===== config.mk =====
export PLATFORM = sky130hd
export DESIGN_NAME = address_composer
export DESIGN_NICKNAME = d
export VERILOG_FILES = /design/src/rtl/lbm_pkg.sv /design/src/rtl/const_shift_add_mult.sv /design/src/rtl/address_composer.sv
export SDC_FILE = /design/constraint.sdc
export NUM_CORES = 1
export LEC_CHECK = 0
export CELL_PAD_IN_SITES_DETAIL_PLACEMENT = 1
export CELL_PAD_IN_SITES_GLOBAL_PLACEMENT = 1
export CORE_ASPECT_RATIO = 0.8
export CORE_MARGIN = 8
export CORE_UTILIZATION = 40
export CTS_CLUSTER_DIAMETER = 100
export DETAILED_ROUTE_END_ITERATION = 16
export PLACE_DENSITY_LB_ADDON = 0.3
export SLEW_MARGIN = 20
export SYNTH_ARGS = -nofsm -noshare
export SYNTH_HDL_FRONTEND = slang
export SYNTH_SLANG_ARGS = --single-unit

===== constraint.sdc =====
create_clock -name Clk -period 5.3 [get_ports Clk]
set_clock_uncertainty 0.1 [all_clocks]
set_input_delay 0.795 -clock Clk [delete_from_list [all_inputs] [get_ports Clk]]
set_output_delay 0.795 -clock Clk [all_outputs]
set_load 0.01 [all_outputs]

===== src/rtl/lbm_pkg.sv =====
// lbm_pkg: D2Q9 direction encoding, streaming offset tables and composer FSM states.
package lbm_pkg;
  typedef enum logic [3:0] {
    DIR_REST, DIR_E, DIR_N, DIR_W, DIR_S, DIR_NE, DIR_NW, DIR_SW, DIR_SE
  } dir_e;
  typedef enum logic [1:0] {IDLE, OFFSET, MUL, DONE} state_e;
  // Padded to 16 entries so any 4-bit dir indexes safely; codes 9..15 are rejected separately.
  localparam int DROW [16] = '{0, 0, -1, 0, 1, -1, -1, 1, 1, 0, 0, 0, 0, 0, 0, 0};
  localparam int DCOL [16] = '{0, 1, 0, -1, 0, 1, -1, -1, 1, 0, 0, 0, 0, 0, 0, 0};
endpackage


===== src/rtl/const_shift_add_mult.sv =====
// const_shift_add_mult: iterative operand*GRID_DIM, one operand bit per cycle, LSB first.
module const_shift_add_mult #(
  parameter int GRID_DIM = 16,
  parameter int COORD_WIDTH = $clog2(GRID_DIM),
  parameter int ADDRESS_WIDTH = $clog2(GRID_DIM * GRID_DIM)
) (
  input  logic                     clk,
  input  logic                     rst,
  input  logic                     start,
  input  logic [COORD_WIDTH-1:0]   operand,
  output logic [ADDRESS_WIDTH-1:0] product,
  output logic                     done
);
  logic [COORD_WIDTH-1:0] mplr;
  logic [ADDRESS_WIDTH-1:0] mcand, acc;
  logic [COORD_WIDTH:0] cnt;
  logic run;
  assign done = run && cnt == (COORD_WIDTH + 1)'(COORD_WIDTH - 1);
  assign product = acc;
  always_ff @(posedge clk) begin
    if (rst) begin
      run <= 1'b0;
      cnt <= '0;
      acc <= '0;
      mplr <= '0;
      mcand <= '0;
    end else if (start) begin
      run <= 1'b1;
      cnt <= '0;
      acc <= '0;
      mplr <= operand;
      mcand <= ADDRESS_WIDTH'(GRID_DIM);
    end else if (run) begin
      acc <= mplr[0] ? acc + mcand : acc;
      mplr <= mplr >> 1;
      mcand <= mcand << 1;
      cnt <= cnt + 1'b1;
      run <= !done;
    end
  end
endmodule


===== src/rtl/address_composer.sv =====
// address_composer: (row, column, D2Q9 dir) -> linear target address; LBM_PERIODIC_WRAP_EN selects periodic wrap.
module address_composer
  import lbm_pkg::*;
#(
  parameter int GRID_DIM = 16,
  parameter int ADDRESS_WIDTH = $clog2(GRID_DIM * GRID_DIM),
  parameter int COORD_WIDTH = $clog2(GRID_DIM)
) (
  input  logic                     Clk,
  input  logic                     Reset,
  input  logic                     start,
  input  logic [COORD_WIDTH-1:0]   row,
  input  logic [COORD_WIDTH-1:0]   column,
  input  logic [3:0]               dir,
  output logic [ADDRESS_WIDTH-1:0] address,
  output logic                     busy,
  output logic                     valid,
  output logic                     oob
);
  state_e state, state_n;
  logic [COORD_WIDTH-1:0] row_q, col_q, row_t, col_t, col_tq;
  logic [3:0] dir_q;
  logic [ADDRESS_WIDTH-1:0] product, sum, addr_r;
  logic accept, bad, oob_t, oob_q, oob_r, mul_done;
  int tr, tc;
  assign busy = state != IDLE;
  assign valid = state == DONE;
  assign accept = start && !busy;
  assign sum = oob_q ? '0 : product + ADDRESS_WIDTH'(col_tq);
  assign address = valid ? sum : addr_r;
  assign oob = valid ? oob_q : oob_r;
  assign row_t = COORD_WIDTH'(tr);
  assign col_t = COORD_WIDTH'(tc);
  always_comb begin
    tr = int'(row_q) + DROW[dir_q];
    tc = int'(col_q) + DCOL[dir_q];
    bad = int'(row_q) >= GRID_DIM || int'(col_q) >= GRID_DIM || dir_q > 4'd8;
`ifdef LBM_PERIODIC_WRAP_EN
    tr = tr < 0 ? tr + GRID_DIM : tr >= GRID_DIM ? tr - GRID_DIM : tr;
    tc = tc < 0 ? tc + GRID_DIM : tc >= GRID_DIM ? tc - GRID_DIM : tc;
    oob_t = bad;
`else
    oob_t = bad || tr < 0 || tr >= GRID_DIM || tc < 0 || tc >= GRID_DIM;
`endif
  end
  always_comb begin
    state_n = state;
    state_n = state == IDLE   ? (accept ? OFFSET : IDLE) :
              state == OFFSET ? MUL :
              state == MUL    ? (mul_done ? DONE : MUL) : IDLE;
  end
  always_ff @(posedge Clk) begin
    if (Reset) begin
      state <= IDLE;
      row_q <= '0;
      col_q <= '0;
      dir_q <= '0;
      col_tq <= '0;
      oob_q <= 1'b0;
      oob_r <= 1'b0;
      addr_r <= '0;
    end else begin
      state <= state_n;
      if (accept) begin
        row_q <= row;
        col_q <= column;
        dir_q <= dir;
      end
      if (state == OFFSET) begin
        col_tq <= col_t;
        oob_q <= oob_t;
      end
      if (state == DONE) begin
        addr_r <= sum;
        oob_r <= oob_q;
      end
    end
  end
  const_shift_add_mult #(
    .GRID_DIM(GRID_DIM), .COORD_WIDTH(COORD_WIDTH), .ADDRESS_WIDTH(ADDRESS_WIDTH)
  ) u_mult (
    .clk(Clk), .rst(Reset), .start(state == OFFSET), .operand(row_t),
    .product(product), .done(mul_done)
  );
endmodule


==> results of run 1 <==
## cells in the final DEF (no fill, tap or decap), types with 2 or more instances in the layout
cell type        instances
nor2b_1                 12
mux2i_1                  9
xnor2_1                  5
xor2_1                   7
a21oi_1                 25
a21o_1                   4
nand2_1                 31
ha_1                    42
nor2_1                  35
nand4_1                  5
or3_1                    2
clkbuf_8                 6
nor3b_1                  2
nand3b_1                 9
fa_1                     3
dfxtp_1                 46
inv_1                   24
a211oi_1                 7
o21ai_1                 13
o21ai_0                  6
clkdlybuf4s50_1         25
buf_4                    3
## worst reg2reg max path: cells and delay by family, from the launching register on
kind | cells | cell delay, ps
flip-flops | 1 | 380
adder cells (fa/ha/maj) | 3 | 920
buffers and inverters | 4 | 520
AND/OR/NAND/NOR | 6 | 1150
AO/OA/AOI/OAI | 3 | 270
multiplexers | 1 | 60
## kinds of logic after synthesis
kind of cell / Yosys count / synth area share, %
AND/OR/NAND/NOR: 107 / 19.82
flip-flops: 46 / 33.45
multiplexers: 10 / 3.682
buffers and inverters: 38 / 5.500
adder cells (fa/ha/maj): 45 / 21.27
AO/OA/AOI/OAI: 58 / 12.45
XOR/XNOR: 12 / 3.818
## flip-flops by register name, summed over array words and instances, names as in the netlist
signal,cells
u_mult.run,1
u_mult.mcand,4
dir_q,4
col_tq,4
state,2
addr_r,8
oob_q,1
u_mult.cnt,5
u_mult.mplr,4
row_q,4
u_mult.product,4
oob_r,1
col_q,4
## cell usage after synthesis
cell type	number
o21ai_1	13
a21oi_1	25
a311oi_2	1
nand3b_1	9
or3_1	2
nor3_2	1
o21ai_0	6
xor2_1	7
or4b_4	1
a21oi_2	1
mux2i_1	9
nor4_1	1
clkbuf_1	7
dfxtp_1	46
nand2b_1	1
nand3_1	1
mux2_1	1
fa_1	3
nor2_1	35
a211oi_1	7
o41ai_2	1
nor4b_1	1
nand2_1	31
or2_1	1
a21o_1	4
nand4_1	5
nor2b_1	12
nor4bb_1	1
xnor2_1	5
nor4b_2	1
buf_2	7
and2_1	1
nor3b_1	2
ha_1	42
nand4b_1	1
inv_1	24
## per-stage QoR
| stage | hold WS [ps] | utilization (%) |
|---|---|---|
| after floorplan | 340.6 | - |
| after global placement | 355.2 | 45.26 |
| after detailed placement | 358.2 | 45.26 |
| after CTS | 374.0 | 46.71 |
| after global routing | 400.6 | 46.71 |
| final | 369.9 | 46.71 |
## area by class of cell
type / count / area share [%]
Sequential cell: 46 / 29.03
Timing Repair Buffer: 28 / 8.600
Inverter: 24 / 2.840
Multi-Input combinational cell: 232 / 52.98
Tap cell: 87 / 3.432
Clock buffer: 6 / 2.604
Clock inverter: 2 / 0.5128
## final timing paths
kind	slack, ps	from	cells after the start	endpoint
hold / removal	370	row_q[0]	2	row_q[0]
hold reg to reg	370	row_q[0]	2	row_q[0]
setup / recovery	1780	dir_q[0]	17	oob_q
setup reg to reg	1780	dir_q[0]	17	oob_q
## per-layer routing
metal,share of wire [%],vias to the layer above,track usage (%)
met5,0,-,0
met4,0.32,0,2.048
met3,3.2,2,2.710
met2,45,24,20.15
met1,51,991,17.59
li1,-,1101,-
## where the power goes
part / internal [mW] / switching, mW / total, mW
logic: 0.0505 / 0.0575 / 0.108
registers: 0.358 / 0.0143 / 0.372
clock network: 0.108 / 0.127 / 0.235
==> impl_results.md, run 1 <==
- Critical-path cell list: inv_1 > ha_1 > mux2i_1 > nor2_1 > buf_4 > inv_1 > fa_1 > inv_1 > a21oi_1 > nor2_1 > o21ai_0 > ha_1 > nor4b_2 > nand4_1 > or3_1 > nor3_2 > a311oi_2
- CP delay by family, top: simple AND/OR/NAND/NOR gates
- FP Rows: 27
- Vias in the first global route: between 2000 and 2500
- Critical path buffers and inverters: 4
- I/O pin cnt: 26
- Yosys reg bits: 46
- Critical Path Max Stage Delay: around 440 ps
- CTS resizes: 0
- Setup WS pre-CTS: between 1500 and 2000 ps
- Average cell area after synthesis: a little under 9 µm²
- GPL Wtd Cong: 0.7709
- Synth top area share: ~33%
- Cell accounting for the most synthesized area: dfxtp_1
- Fill count: around 810
- Design area: 3172 µm²
- Detail Route Antenna Nets: 0
- GRT Total Usage: between 10% and 20%
- CTS Buffer Depth: 2
- Max stage delay cell, worst path: fa_1
- Leading post-synthesis cells by cell area: dfxtp_1 33%, ha_1 19%, nor2_1 4.8%
- Worst endpoint data arrival time: approximately 3600 ps
- Final setup margin: about 1800 ps
- Leak: 1.277 nW
- Number of post-CTS setup repair buffers: 0
- RSZ-0062 raised after global routing: false
- PwrDens: ~230 nW/µm²
- Core footprint: approximately 6800 µm²
- Port-buffer cells: 25
- F_max: ~280 MHz
- Non-filler instance count after layout: 425
- Post-route clock period utilization: 66.35%
- Final hold viol count: 0
- Slew of the pin with the lowest slew margin: slightly below 800 ps
- Die outline width: between 100 and 150 µm
- Drt total wl: approximately 6000 µm
- Cell Area, Placed: about 3000 µm²
- Placed insts: between 400 and 500
- Area Growth Syn to Fin: 15.23%
- Drt wl/cell: 13.80 µm
- Hold-fix buffers, CTS: 0
- Setup violators final: 0
- Register area share after synthesis: 33.45%
- Total grt overflow: 0
- Final Critical Period: around 3500 ps
- Reg clk slew, reported paths: approximately 90 ps
- TritonCTS clock tree: built
- Fraction of layout cells with a size suffix above 1: under 10%
- Setup tns final: 0 ps
- Clk sinks: 46
- Num CTS Buffers: 5
- Most used cell, CP: inv_1
- Iteration-0 DRC Markers: between 50 and 60
- Kind of critical path: reg2reg
- CP Max Fanout: 18
- Dpl hpwl: approximately 4400 µm
- Area of the multi-input gates: roughly 1700 µm²
- Synthesized net count: approximately 380
- Initial DRT Pass Iterations: 4
- Later-pin clock latency in the skew report: 300 ps
- Slew Limit Fails: 0
- DIE HEIGHT: ~90 µm
- Initial Utilization: 40.54%
- Post-Syn Area: 2753 µm²
- First-pass GRT wire length: about 10000 µm
- Ant diodes: 0
- Worst Path Required: about 5400 ps
- Yosys warns: 0
- Yosys cell types: 36
- Max_cap viols: 0
- Root buffer cell: clkbuf_8
- Max-slew headroom: a little under half
- Vias: 2118
- Post-Syn Instances: about 320
- Status: finished clean
- Worst hold path class: reg2reg
- Largest net degree at the start of global routing: 36
- Layout Nets: a little under 400
- Initial antenna violation count: 0
- Setup crit end kind: register
- Peak VDD IR: about 0.093 mV
- DRC errors left: 0
- Vias per inst: approximately 5
- Startpoint types: register
- Total power: 0.7149 mW
- Die area: around 9800 µm²
- Register Area: 920.9 µm²
- H-tree levels: 2
Note: power is estimated with default switching activity, not from simulation.
==> inputs of run 2 (changes only) <==
==> constraint.sdc (replaced) <==
create_clock -name Clk -period 3.3 [get_ports Clk]
set_clock_uncertainty 0.1 [all_clocks]
set_input_delay 0.495 -clock Clk [delete_from_list [all_inputs] [get_ports Clk]]
set_output_delay 0.495 -clock Clk [all_outputs]
set_load 0.01 [all_outputs]
==> run 2 against run 1 <==
Against the previous run: non-clock buffer count up 13; sequential share of layout area down 1.4 points; combinational power up 82%; via count up 4.1%; first-iteration DRC count up 54%; final area up 5.6%; critical path type unchanged; highest routed layer unchanged.
==> impl_results.md, run 2 (same netlist as run 1, synthesis figures left out) <==
- Status: finished clean
- Vias: 2205 (+4.1%)
- Peak VDD IR: 0.1466 mV (+57%)
- Dpl hpwl: 4738 µm (+8.2%)
- Final setup margin: 59.79 ps (-1723 ps)
- H-tree levels: 2 (unchanged)
- DIE HEIGHT: 90.20 µm (unchanged)
- Leak: 1.355 nW (+6.1%)
- Drt total wl: 6516 µm (+11%)
- Commonest cells after routing, fill and taps aside: 43 x dfxtp_1, 38 x ha_1, 31 x nor2_1, 31 x nand2_1, 25 x clkdlybuf4s50_1
- Worst hold path class: reg2reg
- Worst Path Required: 3380 ps (-2000 ps)
- Iteration-0 DRC Markers: 83 (+54%)
- Largest Register: addr_r
- Max stage delay cell, worst path: or3_1
- Vias per inst: 5.034 (+1.0%)
- Design area: 3349 µm² (+5.6%)
- Final Critical Period: 3240 ps (-276.6 ps)
- Critical-path cell list: inv_4 > ha_4 > nand3b_1 > o21ai_2 > ha_2 > inv_2 > fa_2 > inv_2 > a21oi_2 > nor2_2 > o21ai_1 > ha_2 > nor4b_2 > nand4_1 > or3_1 > nor3_2 > a311oi_2
- Setup violators final: 0 (unchanged)
- PwrDens: 364.5 nW/µm² (+62%)
- Post-route clock period utilization: 98.19% (+32 points)
- Largest net degree at the start of global routing: 35 (-2.8%)
- Die area: 9808 µm² (unchanged)
- Clk sinks: 46 (unchanged)
- Detail Route Antenna Nets: 0 (unchanged)
- Critical Path Max Stage Delay: 390 ps (-50 ps)
- Initial DRT Pass Iterations: 4 (unchanged)
- Setup WS pre-CTS: -116.7 ps (-1909 ps)
- Cell Area, Placed: 3115 µm² (+1.4%)
- Final hold viol count: 0 (unchanged)
- Drt wl/cell: 14.88 µm (+7.8%)
- Initial antenna violation count: 0 (unchanged)
- Fraction of layout cells with a size suffix above 1: 14.25% (+9.2 points)
- Commonest non-fill, non-tap cell in the layout: dfxtp_1
- Largest regs: addr_r (8), u_mult.cnt (5)
- TritonCTS clock tree: built
- Later-pin clock latency in the skew report: 310 ps (about the same)
- Ant diodes: 0 (unchanged)
- Area Growth Syn to Fin: 21.68%
- Final design utilization: 49.33% (+2.6 points)
- Vias in the first global route: 2354 (+8.4%)
- I/O pin cnt: 26 (unchanged)
- Startpoint types: register
- Root buffer cell: clkbuf_8
- CTS Buffer Depth: 2 (unchanged)
- Max-slew headroom: 52.93% (+5.4 points)
- First-pass GRT wire length: 11000 µm (+5.1%)
- DRC errors left: 0 (unchanged)
- Max_cap viols: 0 (unchanged)
- F_max: 308.6 MHz (+8.5%)
- Slew Limit Fails: 0 (unchanged)
- Slew of the pin with the lowest slew margin: 705.1 ps (-82.64 ps)
- Layout Nets: 410 (+3.3%)
- Port-buffer cells: 25 (unchanged)
- RSZ-0062 raised after global routing: true
- FP Rows: 27 (unchanged)
- Max FFs per register: 8 (unchanged)
- Num CTS Buffers: 5 (unchanged)
- Setup crit end kind: register
- Hold_ws: 376.8 ps (+6.852 ps)
- Worst endpoint data arrival time: 3320 ps (-270 ps)
- Core footprint: 6790 µm² (unchanged)
- Initial Utilization: 40.54% (unchanged)
- GPL Wtd Cong: 0.7855 (+1.9%)
- Reg clk slew, reported paths: 90 ps (about the same)
- Total power: 1.221 mW (+71%)
- GRT Total Usage: 13.69% (+0.91 points)
- Die outline width: 108.7 µm (unchanged)
- CP Max Fanout: 5 (-13)
- Kind of critical path: reg2reg
- Total grt overflow: 0 (unchanged)
[run 2: per-layer routing]
layer  global-route usage (%)  vias up  share of wire (%)
li1                         -     1126                  -
met1                    16.48     1040                 47
met2                    23.35       35                 48
met3                    3.852        4                4.3
met4                    3.072        0               0.64
met5                        0        -                  0
[run 2: worst paths after layout]
path	start	to	slack (ps)	cells past startpoint
setup / recovery	dir_q[1]	oob_q	60	17
hold / removal	row_q[2]	row_q[2]	380	2
setup reg to reg	dir_q[1]	oob_q	60	17
hold reg to reg	row_q[2]	row_q[2]	380	2
[run 2: where the power goes]
group	leakage [nW]	internal [mW]	switching (mW)
clock network	0.0579	0.223	0.201
registers	0.376	0.575	0.0247
logic	0.921	0.0947	0.102
total	1.35	0.893	0.328
[run 2: metrics by stage]
step | std cells | setup TNS, ps
6_report | 438 | 0
2_1_floorplan | 316 | 0
5_1_grt | 438 | -140.5
3_5_place_dp | 421 | -116.7
4_1_cts | 433 | 0
3_3_place_gp | 421 | 0
[run 2: cell type report]
class | instances | area, µm²
clock buffer | 5 | 68.82
clock inverter | 3 | 40.04
fill | 821 | 3441
inverter | 24 | 95.09
multi-input combinational | 232 | 1739
sequential | 46 | 927.1
tap | 87 | 108.9
timing repair buffer | 41 | 370.4
[run 2: timing repair]
item                                    CTS  global route
buffers inserted                          4             5
endpoints found under the setup margin    1             1
hold buffers                              0             0
pin swaps                                 6            11
resized for setup                         6            18
[run 2: worst max-delay path, delay by kind of cell, from the launching register on]
kind | cells | cell delay (ps)
buf+inv | 3 | 170
simple gates | 6 | 1220
flops | 1 | 380
compound gates | 4 | 360
fa+ha+maj | 4 | 880
==> inputs of run 3 (changes only) <==
--- a/config.mk
+++ b/config.mk
@@ -10,6 +10,7 @@
 export CORE_ASPECT_RATIO = 0.8
 export CORE_MARGIN = 8
 export CORE_UTILIZATION = 40
+export CTS_BUF_LIST = sky130_fd_sc_hd__clkbuf_4 sky130_fd_sc_hd__clkbuf_8
 export CTS_CLUSTER_DIAMETER = 100
 export DETAILED_ROUTE_END_ITERATION = 16
 export PLACE_DENSITY_LB_ADDON = 0.3
==> results of run 3 <==
The final DEF is identical to that of run 2; final timing and power are the same.
